===== src/rtl/mem_access_unit.sv =====
// MEM-stage data-memory access controller: drives a req/ack byte-lane bus,
// formats load results and stalls the pipeline until each access completes.
module mem_access_unit #(
  parameter int TIMEOUT = 255,
  parameter int CNT_W   = 8
) (
  input  logic        clk,
  input  logic        reset,
  input  logic [3:0]  mem_op,
  input  logic [31:0] addr,
  input  logic [31:0] store_data,
  output logic        mem_req,
  output logic        mem_we,
  output logic [31:0] mem_addr,
  output logic [31:0] mem_wdata,
  output logic [3:0]  mem_wmask,
  input  logic [31:0] mem_rdata,
  input  logic        mem_ack,
  output logic [31:0] load_data,
  output logic        busy,
  output logic        misaligned,
  output logic        bus_fault
);

  localparam logic [3:0] OP_LB  = 4'b1000;
  localparam logic [3:0] OP_LH  = 4'b1001;
  localparam logic [3:0] OP_LW  = 4'b1010;
  localparam logic [3:0] OP_LBU = 4'b1100;
  localparam logic [3:0] OP_LHU = 4'b1101;
  localparam logic [3:0] OP_SB  = 4'b0100;
  localparam logic [3:0] OP_SH  = 4'b0101;
  localparam logic [3:0] OP_SW  = 4'b0110;

  localparam logic [CNT_W-1:0] TMO_LAST = CNT_W'(TIMEOUT == 0 ? 0 : TIMEOUT - 1);

  typedef enum logic [1:0] {IDLE, WAIT, RESP} state_t;

  state_t           state, state_nxt;
  logic [CNT_W-1:0] cnt;
  logic [3:0]       op_q;
  logic [1:0]       lane_q;
  logic             is_load, is_store, op_mis, issue, tmo_hit;

  function automatic logic [31:0] fmt_load(input logic [3:0] op, input logic [1:0] lane,
                                           input logic [31:0] rdata);
    logic signed [7:0]  b;
    logic signed [15:0] h;
    logic [31:0]        r;
    b = rdata[{lane, 3'b000} +: 8];
    h = rdata[{lane[1], 4'b0000} +: 16];
    case (op)
      OP_LB:   r = 32'(b);
      OP_LBU:  r = {24'd0, b};
      OP_LH:   r = 32'(h);
      OP_LHU:  r = {16'd0, h};
      default: r = rdata;
    endcase
    return r;
  endfunction

  function automatic logic [31:0] fmt_wdata(input logic [3:0] op, input logic [31:0] sdata);
    case (op)
      OP_SB:   return {4{sdata[7:0]}};
      OP_SH:   return {2{sdata[15:0]}};
      default: return sdata;
    endcase
  endfunction

  function automatic logic [3:0] fmt_wmask(input logic [3:0] op, input logic [1:0] lane);
    case (op)
      OP_SB:   return 4'b0001 << lane;
      OP_SH:   return lane[1] ? 4'b1100 : 4'b0011;
      OP_SW:   return 4'b1111;
      default: return 4'b0000;
    endcase
  endfunction

  // Decode of the op presented by the EX/MEM register
  always_comb begin
    is_load  = (mem_op == OP_LB) || (mem_op == OP_LH) || (mem_op == OP_LW) ||
               (mem_op == OP_LBU) || (mem_op == OP_LHU);
    is_store = (mem_op == OP_SB) || (mem_op == OP_SH) || (mem_op == OP_SW);
    op_mis   = (((mem_op == OP_LH) || (mem_op == OP_LHU) || (mem_op == OP_SH)) && addr[0]) ||
               (((mem_op == OP_LW) || (mem_op == OP_SW)) && (addr[1:0] != 2'b00));
    misaligned = (state == IDLE) && op_mis;
    issue      = (state == IDLE) && (is_load || is_store) && !op_mis;
    tmo_hit    = (TIMEOUT != 0) && (cnt == TMO_LAST);
  end

  always_comb begin
    state_nxt = state;
    busy      = 1'b0;
    case (state)
      IDLE: begin
        busy = issue;
        if (issue) state_nxt = WAIT;
      end
      WAIT: begin
        busy = 1'b1;
        if (mem_ack || tmo_hit) state_nxt = RESP;
      end
      RESP:    state_nxt = IDLE;
      default: state_nxt = IDLE;
    endcase
  end

  // Bus fields are latched at issue so the access is immune to later input changes
  always_ff @(posedge clk) begin
    if (reset) begin
      state     <= IDLE;
      mem_req   <= 1'b0;
      mem_we    <= 1'b0;
      mem_addr  <= '0;
      mem_wdata <= '0;
      mem_wmask <= '0;
      load_data <= '0;
      bus_fault <= 1'b0;
      cnt       <= '0;
    end else begin
      state <= state_nxt;
      case (state)
        IDLE: if (issue) begin
          mem_req   <= 1'b1;
          mem_we    <= is_store;
          mem_addr  <= {addr[31:2], 2'b00};
          mem_wdata <= fmt_wdata(mem_op, store_data);
          mem_wmask <= fmt_wmask(mem_op, addr[1:0]);
          op_q      <= mem_op;
          lane_q    <= addr[1:0];
          cnt       <= '0;
        end
        WAIT: begin
          cnt <= cnt + CNT_W'(1);
          if (mem_ack) begin
            mem_req   <= 1'b0;
            bus_fault <= 1'b0;
            if (op_q[3]) load_data <= fmt_load(op_q, lane_q, mem_rdata);
          end else if (tmo_hit) begin
            mem_req   <= 1'b0;
            bus_fault <= 1'b1;
          end
        end
        RESP:    bus_fault <= 1'b0;
        default: ;
      endcase
    end
  end

endmodule

===== config.mk =====
export PLATFORM = sky130hd
export DESIGN_NAME = mem_access_unit
export DESIGN_NICKNAME = d
export VERILOG_FILES = /design/src/rtl/mem_access_unit.sv
export SDC_FILE = /design/constraint.sdc
export NUM_CORES = 1
export LEC_CHECK = 0
export ABC_CLOCK_PERIOD_IN_PS = 3000
export CAP_MARGIN = 15
export CORE_MARGIN = 2
export CORE_UTILIZATION = 48
export DETAILED_ROUTE_END_ITERATION = 16
export MAX_ROUTING_LAYER = met4
export PLACE_DENSITY = 0.94
export SLEW_MARGIN = 20
export SYNTH_ARGS = -nofsm -noshare
export SYNTH_HDL_FRONTEND = slang
export SYNTH_SLANG_ARGS = --single-unit

===== constraint.sdc =====
create_clock -name clk -period 3 [get_ports clk]
set_input_delay 0.3 -clock clk [delete_from_list [all_inputs] [get_ports clk]]
set_output_delay 0.3 -clock clk [all_outputs]
set_load 0.005 [all_outputs]

# After elaboration in Yosys (flattened, before gate mapping)
# Index checks and enable logic that the tools add are counted.
# word_totals
register_bits,117
inputBits,103
out_inout_bits,105
wordCells,80
# classes
add_sub_neg,1
n_eq_ne,18
shifts,3
muxes,17
n_bitwise,1
n_reduce_logical,29
# ops
operator,n
32-bit case mux with 4 select lines,1
32-bit case mux with 2 select lines,1
4-bit == test (second input constant),9
32-bit by 6-bit indexed part select with 16-bit output,1
32-bit by 6-bit indexed part select with 8-bit output,1
8-bit case mux with 2 select lines,1
4-bit by 3-bit == test with 1-bit output (second input constant),3
1-bit logical OR,12
4-bit case mux with 3 select lines,1
3-bit AND reduction,3
8-bit by 1-bit adder with 8-bit output (second input constant),1
8-bit == test (second input constant),1
8-bit two-way mux,1
2-bit AND reduction,4
1-bit case mux with 2 select lines,3
2-bit nonzero test,3
1-bit logical AND,5
1-bit two-way mux,5
2-bit two-way mux,2
4-bit two-way mux,1
2-bit inequality test (second input constant),2
2-bit case mux with 2 select lines,1
1-bit by 2-bit << shifter with 4-bit output (first input constant),1
3-bit inequality test (second input constant),1
other kinds (5),5

# Depth between registers and ports, before layout
# Gate-level depths: netlist (run 1).
# logic_depth
depth_word,10
ltp_mapped,7
ltp_nobuf,6

# Worst setup path after synthesis (run 1)
# OpenSTA, ideal clock, no wires.
# synth_path
path_type,input port to flip-flop
startpoint,input port mem_op[1]
endpoint,"register lane_q[0], enable pin"
arrival_ns,1.511
t_required_ns,2.650
setup_slack_ns,1.140
cell_stages,6
n_path_buf,2
path_cell_list,buf_2 -> o21ai_0 -> o21a_1 -> buf_1 -> nand2_1 -> nor2_1
# synth_between
elab_chain_cells,9
# synth_lines
item,line_no,source
"start, declared",9,"input logic [3:0] mem_op,"
4-bit == test (on tied branches),"80, 83",
1-bit logical OR (3 in series),80,is_load = (mem_op == OP_LB) || (mem_op == OP_LH) || (mem_op == OP_LW) ||
1-bit logical OR,81,(mem_op == OP_LBU) || (mem_op == OP_LHU);
1-bit logical OR,86,issue = (state == IDLE) && (is_load || is_store) && !op_mis;
1-bit logical AND,86,
1-bit logical AND *,86,
3-bit AND reduction (no line) *,--,
"end signal, assigned",129,lane_q <= addr[1:0];
"end, declared",41,logic [1:0] lane_q;
# Every way passes the cells marked *; elsewhere a longest branch is shown, timed or not.
# A chain may end at the register's enable or synchronous reset.

# Worst setup path in the final report (run 1)
# layout_path
startpoint,input port mem_op[3]
endpoint,output port busy
# layout_between
elab_chain_cells,9
# layout_lines
item,line_no,source
4-bit == test (on tied branches),"80, 83",
1-bit logical OR (3 in series),80,
1-bit logical OR,81,
1-bit logical OR,86,
1-bit logical AND,86,
1-bit logical AND *,86,
1-bit case mux with 2 select lines *,93,case (state)
"end, declared",20,"output logic busy,"
# Marked as above.

==> results of run 1 <==
==> worst paths after layout <==
kind | startpoint | endpoint | slack, ns
min reg2reg | mem_addr[23] | mem_addr[23] | 0.47
max reg2reg | op_q[0] | load_data[4] | 0.86
max | mem_op[3] | busy | 0.58
min | addr[12] | mem_addr[12] | 0.45
==> through the flow <==
| stage | area (sq um) | util [%] |
|---|---|---|
| after global routing | 8250 | 73.2 |
| after global placement | 7580 | 67.2 |
| after detailed placement | 7580 | 67.2 |
| after floorplan | 5500 | - |
| final | 8250 | 73.2 |
| after CTS | 8250 | 73.2 |
==> worst max-delay path: cells and delay by family <==
kind                   cells  cell delay, ns
buffers and inverters      2            1.06
AOI/OAI and AO/OA          3            0.76
==> layer usage <==
metal | vias up | GRT usage (%) | share of wire, %
met1 | 2720 | 34.4 | 40
met3 | 55 | 8.69 | 9.4
met4 | 0 | 12.6 | 3.4
met5 | - | - | 0
met2 | 316 | 47.5 | 48
li1 | 2706 | - | -
==> layout make-up <==
| cell class | count | area [sq um] |
|---|---|---|
| fillers | 798 | 3030 |
| flip-flops and latches | 117 | 2400 |
| repair buffers | 218 | 2170 |
| clock inverters | 12 | 189 |
| clock buffers | 20 | 478 |
| well taps | 143 | 179 |
| multi-input cells | 455 | 2800 |
| inverters | 8 | 30.0 |
==> registers in the layout (all words and copies together) (netlist names), 2 cells and up <==
register,flops
mem_wmask,4
mem_addr,30
op_q,4
state,2
lane_q,2
cnt,8
mem_wdata,32
load_data,32
==> cell families after synthesis <==
logic type | count (synthesis)
simple gates | 175
other cells | 1
mux | 21
buf+inv | 73
compound gates | 255
fa+ha+maj | 2
flops | 117
==> synth_stat cells, types with 6 or more instances <==
cell type	number	share of area [%]
a211o_1	7	1.1
and3b_1	7	1.1
o21bai_1	9	1.2
a211oi_1	16	2.2
a211oi_2	10	2.3
clkbuf_1	42	2.9
dfxtp_1	111	40
nand2_1	39	2.7
o2111ai_1	17	2.7
inv_1	7	0.48
edfxtp_1	6	3.3
nand2b_1	8	0.91
buf_2	14	1.3
nor2_1	37	2.5
or2_2	15	1.7
a21oi_1	90	8.2
mux2i_1	18	3.3
nand3_1	45	4.1
o21ai_0	68	6.2
a31oi_1	8	0.91
==> report_power, final <==
group | internal [uW] | total, uW | switching [uW]
Sequential | 1650 | 1700 | 50.2
Combinational | 379 | 747 | 367
Clock | 1500 | 2270 | 776
==> flow_metrics.tcl, run 1 <==
set metrics [dict create \
    syn_to_final_growth_pct 50.1 \
    synth-main-ff-cell "dfxtp_1" \
    synthAdderAreaFrac_pct 0.455 \
    clock_path_buffers 2 \
    crit_chain "clkdlybuf4s50_1 -> a211oi_1 -> o21ai_4 -> o21ai_2 -> clkdlybuf4s50_1" \
    synth_compound_area_share_pct 29.8 \
    synth-xor-area-share_pct 0 \
    cp.arrival_ns 2.12 \
    power.density_nw_per_um2 573 \
    synthDistinctLibCells 55 \
    ctsHoldBuffers 0 \
    ir_worst_vdd_mv 0.502 \
    rsz0062_at_grt "no" \
    final_common_cell "clkdlybuf4s50_1" \
    hp-class "input pin to flop" \
    cts_tree "built" \
    syn_inst 644 \
    synth_top_family_by_area "compound AO/OA/AOI/OAI gates" \
    tightest_slew_ns 0.931 \
    dieWidth_um 111 \
    layout_setup_ws_ns 0.576 \
    numCtsBuffers 17 \
    cts-htree-levels 4 \
    core_area_sq_um 11300 \
    antenna_left 0 \
    initial_utilization_pct 48.7 \
    clock_skew_ns 0.00765 \
    hold_path_depth 3 \
    grt_first_pass_wirelength_um 28600 \
    grt_pass1_vias 5734 \
    layout_common_cells "clkdlybuf4s50_1 (204), dfxtp_1 (111), a21oi_1 (90), o21ai_0 (68), nand3_1 (45)" \
    root_buffer "clkbuf_16" \
    drive_gt1_share_pct 10.2 \
    hold_viol 0 \
    synth_area_sq_um 5490 \
    place_congestion 0.907 \
    grtUsageTotal_pct 29.5 \
    ys_seq_area_share_pct 43.7 \
    async_flop_share_pct 0 \
    via_per_inst 5.96 \
    cp_slowest_cell "clkdlybuf4s50_1" \
    firstDrtPassIters 7 \
    diodes 0 \
    setup_viol 0 \
    fin_setup_tns_ns 0 \
    synthMuxAreaShare_pct 4.10 \
    reg2reg_depth 4 \
    worst_path_most_repeated_cell "clkdlybuf4s50_1" \
    start_kind "input pin" \
    yosys_warnings 0 \
    dp_cells 941 \
    crit_fanout 6 \
    fin_cells 973 \
    total_power_uw 4720 \
    overflow 0 \
    max_slew_margin_pct 38.0 \
    cts_setup_buffers 0 \
    drt_iter0_drc 489 \
    clk_latency_ns 0.41 \
    drc 0 \
    antenna_found_initial 0 \
    p_leak_uw 0.00286 \
    clk_pin_slew_worst_paths_ns 0.06 \
    nets 922 \
    wirelength_um 18000 \
    cp-end-kind "output port" \
    max_stage_delay_ns 0.54 \
    num_rows 39 \
    dieArea_sq_um 12300 \
    place_ws_ns 0.534 \
    cp.required_ns 2.70 \
    fmax_ghz 0.413 \
    ctsResizeCount 0 \
    via_count 5797 \
    clock_sinks 117 \
    wl_per_cell_um 18.4 \
    synth_edf_count 6 \
    synth-simple-area-share_pct 16.0 \
    synth.avg_cell_area_sq_um 8.53 \
    slew_viol_final 0 \
    synth-seq-cells 117 \
    io_pins 208 \
    period_share_pct 80.8 \
    port_buffers 205 \
    status "finished, final reports clean" \
    cap_violations 0 \
    die_y_um 111 \
    crit_type "input pin to output port" \
    grt_max_degree 84 \
    fin_crit_ns 2.42 \
    dp_hpwl_um 12000 \
    hold_ws_ns 0.451 \
]
Note: power is estimated with default switching activity, not from simulation.
==> run 2: changes to the inputs <==
Settings changed: ABC_CLOCK_PERIOD_IN_PS 3000 to 2400, CORE_UTILIZATION 48 to 44, PLACE_DENSITY 0.94 to 0.88.
Clock period 3 ns to 2.4 ns, I/O delays scaled along.
==> flow_metrics.tcl, run 2 (same netlist as run 1, synthesis figures left out) <==
set metrics [dict create \
    cts_setup_buffers 0 \
    hold_start "reset" \
    critPathLaunch "state[1]" \
    num_rows 40 \
    tightest_slew_ns 0.542 \
    power.density_nw_per_um2 700 \
    clock_skew_ns 0.00646 \
    p_leak_uw 0.00293 \
    numCtsBuffers 17 \
    ctsHoldBuffers 0 \
    clk_latency_ns 0.41 \
    cp_slowest_cell "clkdlybuf4s50_1" \
    place_congestion 0.948 \
    routed.top_layer "met4" \
    via_count 5821 \
    wl_per_cell_um 17.7 \
    drive_gt1_share_pct 11.5 \
    clk_pin_slew_worst_paths_ns 0.05 \
    hold_viol 0 \
    antenna_left 0 \
    syn_to_final_growth_pct 52.7 \
    core_area_sq_um 12100 \
    initial_utilization_pct 45.4 \
    met3WireLength_um 1850 \
    hold_ws_ns 0.338 \
    root_buffer "clkbuf_16" \
    fillers 943 \
    cap_violations 0 \
    max_stage_delay_ns 0.52 \
    rr_startpoint "lane_q[0]" \
    fmax_ghz 0.447 \
    crit_chain "o21bai_1 -> or2_2 -> nor2_1 -> clkdlybuf4s50_1" \
    ctsResizeCount 0 \
    largestRegisters "load_data x32, mem_wdata x32, mem_addr x30" \
    cts-htree-levels 4 \
    nets 937 \
    layout_common_cells "clkdlybuf4s50_1 (204), dfxtp_1 (111), a21oi_1 (90), o21ai_0 (68), nand3_1 (45)" \
    wl_met2_um 8420 \
    crit_type "flop to output port" \
    cp.arrival_ns 2.00 \
    grt_max_degree 61 \
    port_buffers 205 \
    antenna_found_initial 0 \
    via_per_inst 5.75 \
    firstDrtPassIters 4 \
    grtUsageTotal_pct 28.1 \
    dieArea_sq_um 13400 \
    cts_tree "built" \
    clock_path_buffers 2 \
    grt_pass1_vias 5583 \
    die_y_um 116 \
    dp_hpwl_um 12100 \
    clock_sinks 117 \
    final_util_pct 69.3 \
    cp.required_ns 2.16 \
    setup_viol 0 \
    total_power_uw 5870 \
    period_share_pct 93.2 \
    met1Wirelength_um 7270 \
    hp-class "input pin to flop" \
    grt_first_pass_wirelength_um 28600 \
    io_pins 208 \
    slew_viol_final 0 \
    rsz0062_at_grt "no" \
    fin_setup_tns_ns 0 \
    crit_fanout 6 \
    dp_cells 981 \
    fin_cells 1012 \
    cp-end-kind "output port" \
    fin_crit_ns 2.24 \
    dieWidth_um 116 \
    wirelength_um 18000 \
    max_slew_margin_pct 62.9 \
    diodes 0 \
    overflow 0 \
    status "finished, final reports clean" \
    drc 0 \
    start_kind "flop" \
    ir_worst_vdd_mv 0.521 \
    drt_iter0_drc 567 \
    final_common_cell "clkdlybuf4s50_1" \
]
run 2: cell count changes in the layout (fill, tap and decap cells not counted), moves of 2 or more:
| cell | previous run | this run |
|---|---|---|
| clkbuf_8 | 2 | 4 |
| clkinv_4 | 5 | 0 |
| inv_6 | 2 | 0 |
| buf_4 | 12 | 26 |
| clkbuf_1 | 0 | 2 |
run 2: cell type report:
type | count | area, sq um | area share [%]
clock buffers | 24 | 513 | 6.11
repair buffers | 233 | 2300 | 27.4
inverters | 8 | 30.0 | 0.358
clock inverters | 7 | 140 | 1.67
well taps | 168 | 210 | 2.51
flip-flops and latches | 117 | 2400 | 28.6
multi-input cells | 455 | 2800 | 33.3
run 2: per-stage QoR:
stage / worst slack, ns / cell area [sq um]
6_report: 0.164 / 8390
5_1_grt: 0.0760 / 8390
4_1_cts: 0.137 / 8390
3_5_place_dp: 0.0489 / 7740
3_3_place_gp: 0.153 / 7740
2_1_floorplan: 0.600 / 5500
run 2: final timing paths:
kind,to,slack (ns),cells after the start
worst min-delay path,state[1],0.34,2
worst max register to register,load_data[2],0.44,4
worst min register to register,bus_fault,0.45,2
worst max-delay path,misaligned,0.16,4
run 2: critical path, delay by kind of cell, from the launching register on:
| kind | cells | cell delay (ns) |
|---|---|---|
| and+or+nand+nor | 2 | 0.46 |
| DFF | 1 | 0.35 |
| buffers and inverters | 1 | 0.52 |
| AOI/OAI and AO/OA | 1 | 0.25 |
run 2: where the power goes:
part	leakage [uW]	switching, uW	internal, uW
combinational	0.00166	463	493
sequential	0.000959	64.3	2070
clock	0.000314	881	1900
run 2: layer usage:
| layer | global-route usage [%] | up-vias |
|---|---|---|
| met5 | - | - |
| met4 | 11.4 | 0 |
| met3 | 9.57 | 34 |
| met2 | 44.2 | 298 |
| met1 | 33.2 | 2746 |
| li1 | - | 2743 |
==> run 3: changes to the inputs <==
Settings changed: REMOVE_ABC_BUFFERS set to 1.
==> flow_metrics.tcl, run 3 (same netlist as run 1, synthesis figures left out) <==
set metrics [dict create \
    status "finished, final reports clean" \
    fillers 950 \
    clock_sinks 117 \
    switching_share_pct 24.8 \
    seq_power_share_pct 37.6 \
    grtUsageTotal_pct 27.4 \
    firstDrtPassIters 5 \
    start_kind "input pin" \
    antenna_found_initial 0 \
    grt_pass1_vias 5499 \
    final_util_pct 68.3 \
    diodes 0 \
    drive_gt1_share_pct 10.7 \
    grt_max_degree 68 \
    clk_latency_ns 0.42 \
    register_area_sq_um 2400 \
    comb_power_share_pct 16.5 \
    pwr-share-clk_pct 46.0 \
    period_share_pct 94.8 \
    setup_viol 0 \
    cap_violations 0 \
    core_area_sq_um 12100 \
    initial_utilization_pct 45.4 \
    dieArea_sq_um 13400 \
    ctsResizeCount 0 \
    num_rows 40 \
    cts_setup_buffers 0 \
    antenna_left 0 \
    fmax_ghz 0.439 \
    die_y_um 116 \
    p_sw_uw 1400 \
    ctsHoldBuffers 0 \
    drc 0 \
    slew_viol_final 0 \
    wl_per_cell_um 17.5 \
    via_per_inst 5.71 \
    ir_worst_vdd_mv 0.506 \
    cp.required_ns 2.16 \
    place_congestion 0.862 \
    cts_tree "built" \
    port_buffers 205 \
    numCtsBuffers 17 \
    crit_fanout 6 \
    final_common_cell "clkdlybuf4s50_1" \
    cp-end-kind "output port" \
    root_buffer "clkbuf_16" \
    power.density_nw_per_um2 683 \
    max_slew_margin_pct 63.0 \
    drt_iter0_drc 471 \
    wirelength_um 17600 \
    rsz0062_at_grt "no" \
    tightest_slew_ns 0.555 \
    clock_skew_ns 0.0106 \
    crit_type "input pin to output port" \
    hold_ws_ns 0.253 \
    multi_input_area_sq_um 2800 \
    cts-htree-levels 4 \
    hold_viol 0 \
    io_pins 208 \
    syn_to_final_growth_pct 50.6 \
    grt_first_pass_wirelength_um 27700 \
    hp-class "input pin to flop" \
    via_count 5743 \
    dp_hpwl_um 11900 \
    clock_path_buffers 2 \
    p_leak_uw 0.00287 \
    dieWidth_um 116 \
    clk_pin_slew_worst_paths_ns 0.06 \
    fin_crit_ns 2.28 \
    fin_setup_tns_ns 0 \
    nets 930 \
    cp.arrival_ns 2.04 \
    overflow 0 \
    p_int_uw 4250 \
    largestRegisters "load_data x32, mem_wdata x32, mem_addr x30" \
    layout_common_cells "clkdlybuf4s50_1 (204), dfxtp_1 (111), a21oi_1 (90), o21ai_0 (68), nand3_1 (45)" \
]
[run 3: power by group through the flow]
stage	Combinational (uW)	Clock [uW]	Sequential, uW
finish	931	2600	2120
detailed placement	920	0	2160
global route	1010	2730	2140
global placement	909	0	2160
floorplan	335	0	2170
CTS	930	2610	2120
[run 3: layout make-up]
class                   count  area share, %
clock buffers              23           5.78
clock inverters             9           1.50
inverters                   8          0.363
multi-input cells         455           33.8
flip-flops and latches    117           29.0
well taps                 168           2.54
repair buffers            226           27.0
[run 3: path summary, 6_finish.rpt]
kind	endpoint	depth (start not counted)	start	slack, ns
worst max-delay path	busy	5	mem_op[2]	0.12
worst min-delay path	mem_wdata[1]	2	reset	0.25
worst max register to register	mem_wdata[22]	5	state[1]	0.55
worst min register to register	bus_fault	2	bus_fault	0.47
[run 3: worst max-delay path, stage by stage]
cell,delay (ns)
clkdlybuf4s50_1,0.51
a211oi_1,0.48
o21ai_4,0.10
o21ai_2,0.15
clkdlybuf4s50_1,0.55
[run 3: layer usage]
layer	routed length (um)	global-route usage, %
met1	7230	32.6
met2	8150	42.2
met3	1800	10.4
met4	454	10.6
met5	0	-
[run 3: metrics by stage]
step	std cells	total power [uW]	setup slack, ns	area (sq um)
final	1006	5650	0.124	8270
after global routing	1006	5870	0.0168	8270
after CTS	1006	5670	0.115	8270
after detailed placement	974	3080	0.0890	7670
after global placement	974	3070	0.141	7670
after floorplan	580	2500	-1.11	5200
